### config.mk
export PLATFORM = sky130hd
export DESIGN_NAME = instr_addr_mapper
export DESIGN_NICKNAME = d
export VERILOG_FILES = /design/src/rtl/instr_map_pkg.sv /design/src/rtl/decode_skid_buf.sv /design/src/rtl/instr_addr_mapper.sv
export SDC_FILE = /design/constraint.sdc
export NUM_CORES = 1
export LEC_CHECK = 0
export CORE_UTILIZATION = 40
export DETAILED_ROUTE_END_ITERATION = 12
export PLACE_DENSITY = 0.65
export SLEW_MARGIN = 20
export SYNTH_ARGS = -nofsm -noshare
export SYNTH_HDL_FRONTEND = slang
export SYNTH_HIERARCHICAL = 1
export SYNTH_SLANG_ARGS = --single-unit
### constraint.sdc
create_clock -name clk -period 1.6 [get_ports clk]
set_clock_uncertainty 0.2 [all_clocks]
set_input_delay 0.16 -clock clk [delete_from_list [all_inputs] [get_ports clk]]
set_output_delay 0.16 -clock clk [all_outputs]
set_load 0.005 [all_outputs]
### src/rtl/instr_map_pkg.sv
// instr_map_pkg: RV32I opcode/funct constants and control-ROM indices shared by
// the address mapper and the control ROM.
package instr_map_pkg;

    typedef logic [5:0] map_addr_t;

    localparam logic [6:0] OPC_OP     = 7'b0110011;
    localparam logic [6:0] OPC_LOAD   = 7'b0000011;
    localparam logic [6:0] OPC_STORE  = 7'b0100011;
    localparam logic [6:0] OPC_OP_IMM = 7'b0010011;
    localparam logic [6:0] OPC_LUI    = 7'b0110111;
    localparam logic [6:0] OPC_AUIPC  = 7'b0010111;
    localparam logic [6:0] OPC_JAL    = 7'b1101111;
    localparam logic [6:0] OPC_JALR   = 7'b1100111;

    localparam logic [2:0] F3_ADD_SUB = 3'b000;
    localparam logic [2:0] F3_SLL     = 3'b001;
    localparam logic [2:0] F3_SLT     = 3'b010;
    localparam logic [2:0] F3_SLTU    = 3'b011;
    localparam logic [2:0] F3_XOR     = 3'b100;
    localparam logic [2:0] F3_SR      = 3'b101;
    localparam logic [2:0] F3_OR      = 3'b110;
    localparam logic [2:0] F3_AND     = 3'b111;

    localparam logic [6:0] F7_BASE = 7'b0000000;
    localparam logic [6:0] F7_ALT  = 7'b0100000;

    // Index 13 is reserved in the control ROM and is never produced.
    localparam map_addr_t MA_ILLEGAL = 6'd0;
    localparam map_addr_t MA_ADD     = 6'd1;
    localparam map_addr_t MA_SUB     = 6'd2;
    localparam map_addr_t MA_AND     = 6'd3;
    localparam map_addr_t MA_OR      = 6'd4;
    localparam map_addr_t MA_XOR     = 6'd5;
    localparam map_addr_t MA_SLL     = 6'd6;
    localparam map_addr_t MA_SRL     = 6'd7;
    localparam map_addr_t MA_SRA     = 6'd8;
    localparam map_addr_t MA_SLT     = 6'd9;
    localparam map_addr_t MA_SLTU    = 6'd10;
    localparam map_addr_t MA_LOAD    = 6'd11;
    localparam map_addr_t MA_STORE   = 6'd12;
    localparam map_addr_t MA_ADDI    = 6'd14;
    localparam map_addr_t MA_SLTI    = 6'd15;
    localparam map_addr_t MA_SLTIU   = 6'd16;
    localparam map_addr_t MA_XORI    = 6'd17;
    localparam map_addr_t MA_ORI     = 6'd18;
    localparam map_addr_t MA_ANDI    = 6'd19;
    localparam map_addr_t MA_SLLI    = 6'd20;
    localparam map_addr_t MA_SRLI    = 6'd21;
    localparam map_addr_t MA_SRAI    = 6'd22;
    localparam map_addr_t MA_LUI     = 6'd23;
    localparam map_addr_t MA_AUIPC   = 6'd24;
    localparam map_addr_t MA_JAL     = 6'd25;
    localparam map_addr_t MA_JALR    = 6'd26;

    typedef struct packed {
        map_addr_t   addr;
        logic [31:0] instr;
        logic [31:0] pc;
    } map_entry_t;

endpackage

### src/rtl/decode_skid_buf.sv
// decode_skid_buf: 2-entry skid buffer (main + skid register) with registered
// in_ready and synchronous flush.
module decode_skid_buf #(
    parameter int W = 8
) (
    input  logic         clk,
    input  logic         rst_n,
    input  logic         flush,
    input  logic         in_valid,
    output logic         in_ready,
    input  logic [W-1:0] in_data,
    output logic         out_valid,
    input  logic         out_ready,
    output logic [W-1:0] out_data
);
    logic         r_main_valid;
    logic         r_skid_valid;
    logic [W-1:0] r_main_data;
    logic [W-1:0] r_skid_data;
    logic         w_accept;
    logic         w_load_main;

    assign w_accept    = in_valid && !r_skid_valid;
    assign w_load_main = !r_main_valid || out_ready;

    // Skid is only ever occupied while main is full, so main always takes skid first.
    always_ff @(posedge clk or negedge rst_n) begin
        if (!rst_n) begin
            r_main_valid <= 1'b0;
            r_skid_valid <= 1'b0;
            r_main_data  <= '0;
            r_skid_data  <= '0;
        end else if (flush) begin
            r_main_valid <= 1'b0;
            r_skid_valid <= 1'b0;
        end else if (w_load_main) begin
            r_main_valid <= r_skid_valid || w_accept;
            r_main_data  <= r_skid_valid ? r_skid_data : w_accept ? in_data : r_main_data;
            r_skid_valid <= 1'b0;
        end else if (w_accept) begin
            r_skid_valid <= 1'b1;
            r_skid_data  <= in_data;
        end
    end

    assign in_ready  = !r_skid_valid;
    assign out_valid = r_main_valid;
    assign out_data  = r_main_data;
endmodule

### src/rtl/instr_addr_mapper.sv
// instr_addr_mapper: maps RV32I words to control-ROM indices behind a skid buffer.
// Optional ILLEGAL_TRAP_EN adds the illegal flag and a saturating illegal counter.
module instr_addr_mapper
    import instr_map_pkg::*;
(
    input  logic        clk,
    input  logic        rst_n,
    input  logic        flush,
    input  logic        in_valid,
    output logic        in_ready,
    input  logic [31:0] in_instr,
    input  logic [31:0] in_pc,
    output logic        out_valid,
    input  logic        out_ready,
    output logic [5:0]  mapped_address,
    output logic [31:0] out_instr,
    output logic [31:0] out_pc
`ifdef ILLEGAL_TRAP_EN
    ,
    output logic        illegal,
    output logic [15:0] illegal_count
`endif
);
    logic [6:0] w_opc;
    logic [2:0] w_f3;
    logic [6:0] w_f7;
    map_addr_t  w_addr;
    map_entry_t w_in_entry;
    map_entry_t w_out_entry;

    assign w_opc = in_instr[6:0];
    assign w_f3  = in_instr[14:12];
    assign w_f7  = in_instr[31:25];

    always_comb begin
        w_addr = MA_ILLEGAL;
        case (w_opc)
            OPC_OP:
                case (w_f3)
                    F3_ADD_SUB: w_addr = w_f7 == F7_BASE ? MA_ADD : w_f7 == F7_ALT ? MA_SUB : MA_ILLEGAL;
                    F3_SR:      w_addr = w_f7 == F7_BASE ? MA_SRL : w_f7 == F7_ALT ? MA_SRA : MA_ILLEGAL;
                    default:    w_addr = w_f7 != F7_BASE ? MA_ILLEGAL :
                                         w_f3 == F3_AND  ? MA_AND :
                                         w_f3 == F3_OR   ? MA_OR :
                                         w_f3 == F3_XOR  ? MA_XOR :
                                         w_f3 == F3_SLL  ? MA_SLL :
                                         w_f3 == F3_SLT  ? MA_SLT : MA_SLTU;
                endcase
            OPC_OP_IMM:
                case (w_f3)
                    F3_ADD_SUB: w_addr = MA_ADDI;
                    F3_SLT:     w_addr = MA_SLTI;
                    F3_SLTU:    w_addr = MA_SLTIU;
                    F3_XOR:     w_addr = MA_XORI;
                    F3_OR:      w_addr = MA_ORI;
                    F3_SLL:     w_addr = w_f7 == F7_BASE ? MA_SLLI : MA_ILLEGAL;
                    F3_SR:      w_addr = w_f7 == F7_BASE ? MA_SRLI : w_f7 == F7_ALT ? MA_SRAI : MA_ILLEGAL;
                    default:    w_addr = MA_ANDI;
                endcase
            OPC_LOAD:  w_addr = MA_LOAD;
            OPC_STORE: w_addr = MA_STORE;
            OPC_LUI:   w_addr = MA_LUI;
            OPC_AUIPC: w_addr = MA_AUIPC;
            OPC_JAL:   w_addr = MA_JAL;
            OPC_JALR:  w_addr = w_f3 == F3_ADD_SUB ? MA_JALR : MA_ILLEGAL;
            default:   w_addr = MA_ILLEGAL;
        endcase
    end

    assign w_in_entry = '{addr: w_addr, instr: in_instr, pc: in_pc};

    decode_skid_buf #(.W($bits(map_entry_t))) u_buf (
        .clk       (clk),
        .rst_n     (rst_n),
        .flush     (flush),
        .in_valid  (in_valid),
        .in_ready  (in_ready),
        .in_data   (w_in_entry),
        .out_valid (out_valid),
        .out_ready (out_ready),
        .out_data  (w_out_entry)
    );

    assign mapped_address = w_out_entry.addr;
    assign out_instr      = w_out_entry.instr;
    assign out_pc         = w_out_entry.pc;

`ifdef ILLEGAL_TRAP_EN
    logic [15:0] r_illegal_count;

    assign illegal       = out_valid && (w_out_entry.addr == MA_ILLEGAL);
    assign illegal_count = r_illegal_count;

    always_ff @(posedge clk or negedge rst_n) begin
        if (!rst_n)
            r_illegal_count <= '0;
        else if (illegal && out_ready && r_illegal_count != 16'hFFFF)
            r_illegal_count <= r_illegal_count + 16'd1;
    end
`endif
endmodule

==> results.md <==
- H-tree Lvls: 4
- Vias in the first global route: 5005
- WL final: 16600 µm
- IO Pins: between 100 and 150
- Fill cell count: between 1k and 1.5k
- Syn_area_per_cell: around 15 µm²
- Tot GR Track Use: 20.4%
- Antenna cells: 0
- Vias: ~4.6k
- Synthesis-stage register bit count: 142
- Design Power: 11.1 mW
- Data required, critical path: approximately 1.7 ns
- Synth top area share: a little over half
- Hold Slack: -0.0000446 ns
- Synth area leader: dfrtp_1
- Core ar.: 0.0160 mm²
- Violated checks: hold timing, setup timing
- Power Density: 1110 mW/mm²
- Final period util: 113%
- Starting Density: 41.1%
- Leakage: approximately 4.6 nW
- CP max FO: 10
- Synth cell count leaders: mux2_2, dfrtp_1, mux2_1
- Setup TNS: -20.57 ns
- Setup Crit Path Kind: reg -> reg
- Antenna violations before repair: 0
- Post-route ant nets: 0
- Synth Cell Area: 0.00658 mm²
- Clock Tree Buf Depth: 2
- Grt ovf: 0
- Area delta synth->final: 51.4%
- CTS sink cnt: between 100 and 150
- Count leader, synth: mux2_2
- Fmax: 552 MHz
- DR WL/cell: approximately 18 µm
- VDD IR max: 759 µV
- Max-Cap Viols: 0
- Die area: roughly 0.017 mm²
- Yosys cell types: 40
- Clock root cell: clkbuf_16
- Worst path arrival time: between 1.5 and 2 ns
- Synth area leaders: dfrtp_1, mux2_2, mux2_1
- Pre-CTS WS: -0.848 ns
- Crit path time final: 1.81 ns
- CTS Buf Count: 17
- Endpoints failing setup: 141
- HPWL Detailed: 10300 µm
- CP startpoint kind: register
- Die X: 130 µm
- Global-route wire length before repair: between 20000 and 30000 µm
- DRT Pass-1 Iters: 4
- Worst-path clk slew: 0.06 ns
- Hold Path Class: in -> async
- Initial DRC count: 178
- Post-synth EDFFs: 0
- Synthesized instance count: 452
- Yosys warning count: 6
- Worst-Skew Late Latency: 0.41 ns
- RSZ-0062 raised after global routing: yes
- Nets: around 740
- Site Rows: 46
- CTS tree: yes
- Largest net degree at the start of global routing: 37
- Outcome: finished, violations left
- Share of layout cells above drive strength 1: 50.7%
- Crit path setup slack, layout: -0.213 ns
- Die H: ~130 µm
- Post-synthesis sequential area ratio: between 50 and 60%
- Final Hold Viols: 1
- Worst setup EP type: register
- Input/output buffers: 140
- Routed vias/inst: 5.06
- Ys flop type: dfrtp_1
- Final Slew Violations: 0
- Drt drc: 0
- Routability congestion estimate: between 0.8 and 0.9
- Asr flop ratio synth: 100%
[placed cells by master, fill, tap and decap left out, types with 2 or more instances in the layout]
cell | netlist | routed
a211o_1 | 3 | 3
a21oi_1 | 5 | 5
buf_12 | 0 | 16
buf_16 | 0 | 3
buf_4 | 0 | 51
buf_6 | 8 | 9
buf_8 | 0 | 3
bufinv_16 | 0 | 3
clkbuf_1 | 0 | 2
clkbuf_16 | 0 | 20
clkbuf_2 | 0 | 2
clkbuf_8 | 0 | 3
clkdlybuf4s50_1 | 0 | 50
clkinv_2 | 0 | 3
clkinvlp_4 | 0 | 3
conb_1 | 1 | 2
dfrtp_1 | 142 | 141
dlygate4sd2_1 | 0 | 83
dlygate4sd3_1 | 0 | 7
dlymetal6s2s_1 | 0 | 2
inv_1 | 4 | 3
mux2_2 | 184 | 145
mux2_4 | 0 | 65
mux2i_1 | 2 | 2
nand2_1 | 5 | 5
nand3_1 | 4 | 2
nand3_4 | 0 | 2
nor2_1 | 9 | 7
nor2_2 | 1 | 2
nor2b_1 | 6 | 2
nor2b_2 | 1 | 3
nor2b_4 | 0 | 2
nor3_1 | 5 | 5
o21ai_0 | 2 | 2
or3_1 | 2 | 2
[power breakdown]
| group | total [mW] | switching (mW) | internal, mW | leakage, nW |
|---|---|---|---|---|
| Combinational | 2.31 | 0.759 | 1.55 | 2.55 |
| Sequential | 4.71 | 0.373 | 4.34 | 1.72 |
| Clock | 4.04 | 1.48 | 2.57 | 0.292 |
[routing by layer]
metal / up-vias / track usage [%] / share of wire, %
li1: 2088 / - / -
met1: 2309 / 25.7 / 43
met2: 143 / 33.9 / 49
met3: 29 / 5.66 / 6.1
met4: 0 / 6.91 / 2.1
met5: - / 0 / 0
[cell type report]
class / count / area, µm² / share of cell area (%)
flip-flops and latches: 142 / 3560 / 35.7
multi-input cells: 279 / 3160 / 31.8
repair buffers: 230 / 2340 / 23.5
clock buffers: 22 / 474 / 4.76
well taps: 216 / 270 / 2.71
clock inverters: 10 / 136 / 1.37
inverters: 4 / 15.0 / 0.151
[stage by stage]
| step | util, % | instances | hold WS [ns] | cell area [µm²] |
|---|---|---|---|---|
| after CTS | 61.5 | 898 | 0.000389 | 9840 |
| after floorplan | - | 453 | -0.336 | 6850 |
| after global routing | 62.3 | 903 | 0.00219 | 9960 |
| after detailed placement | 55.2 | 826 | -0.108 | 8840 |
| after global placement | 55.2 | 826 | -0.111 | 8840 |
| final | 62.3 | 903 | -0.0000446 | 9960 |
[worst max-delay path, cell delays in order, from the launching register on]
cell and delay (ns):
dfrtp_4 0.48, buf_8 0.14, nor2_4 0.11, nor3_4 0.06, buf_12 0.14, buf_12 0.13
buf_12 0.14, mux2_4 0.29
[cell families after synthesis]
kind of cell	count (synthesis)	synth area share, %
flip-flops	142	54.0
multiplexers	212	36.2
buffers and inverters	32	3.12
AO/OA/AOI/OAI	22	2.57
AND/OR/NAND/NOR	43	4.03
other	1	0.0570
[final timing paths]
check	from	to	slack (ns)	cells past startpoint
setup / recovery	u_buf/r_skid_valid	u_buf/out_data[7]	-0.21	7
hold / removal	rst_n	u_buf/out_data[30]	-0.00004	2
setup reg to reg	u_buf/r_skid_valid	u_buf/out_data[7]	-0.21	7
hold reg to reg	u_buf/out_data[63]	u_buf/out_data[63]	0.30	1
max in group asynchronous	rst_n	u_buf/out_data[8]	0.66	3
min in group clk	in_instr[1]	u_buf/r_skid_data[33]	0	3
[state kept, by name, summed over array words and instances, names as in the netlist]
| signal | flops |
|---|---|
| u_buf/r_skid_data | 70 |
| u_buf/out_data | 70 |
| u_buf/out_valid | 1 |
| u_buf/r_skid_valid | 1 |
[what timing repair did]
| item | in CTS | in global routing |
|---|---|---|
| cloned | 3 | 3 |
| resized for setup | 119 | 23 |
| hold buffers | 5 | 2 |
| buffers inserted | 32 | 2 |
| hold endpoints to repair | 146 | 2 |
| endpoints found under the setup margin | 212 | 141 |
| pin swaps | 6 | 3 |
No activity file was read; power rests on OpenSTA's default activity.
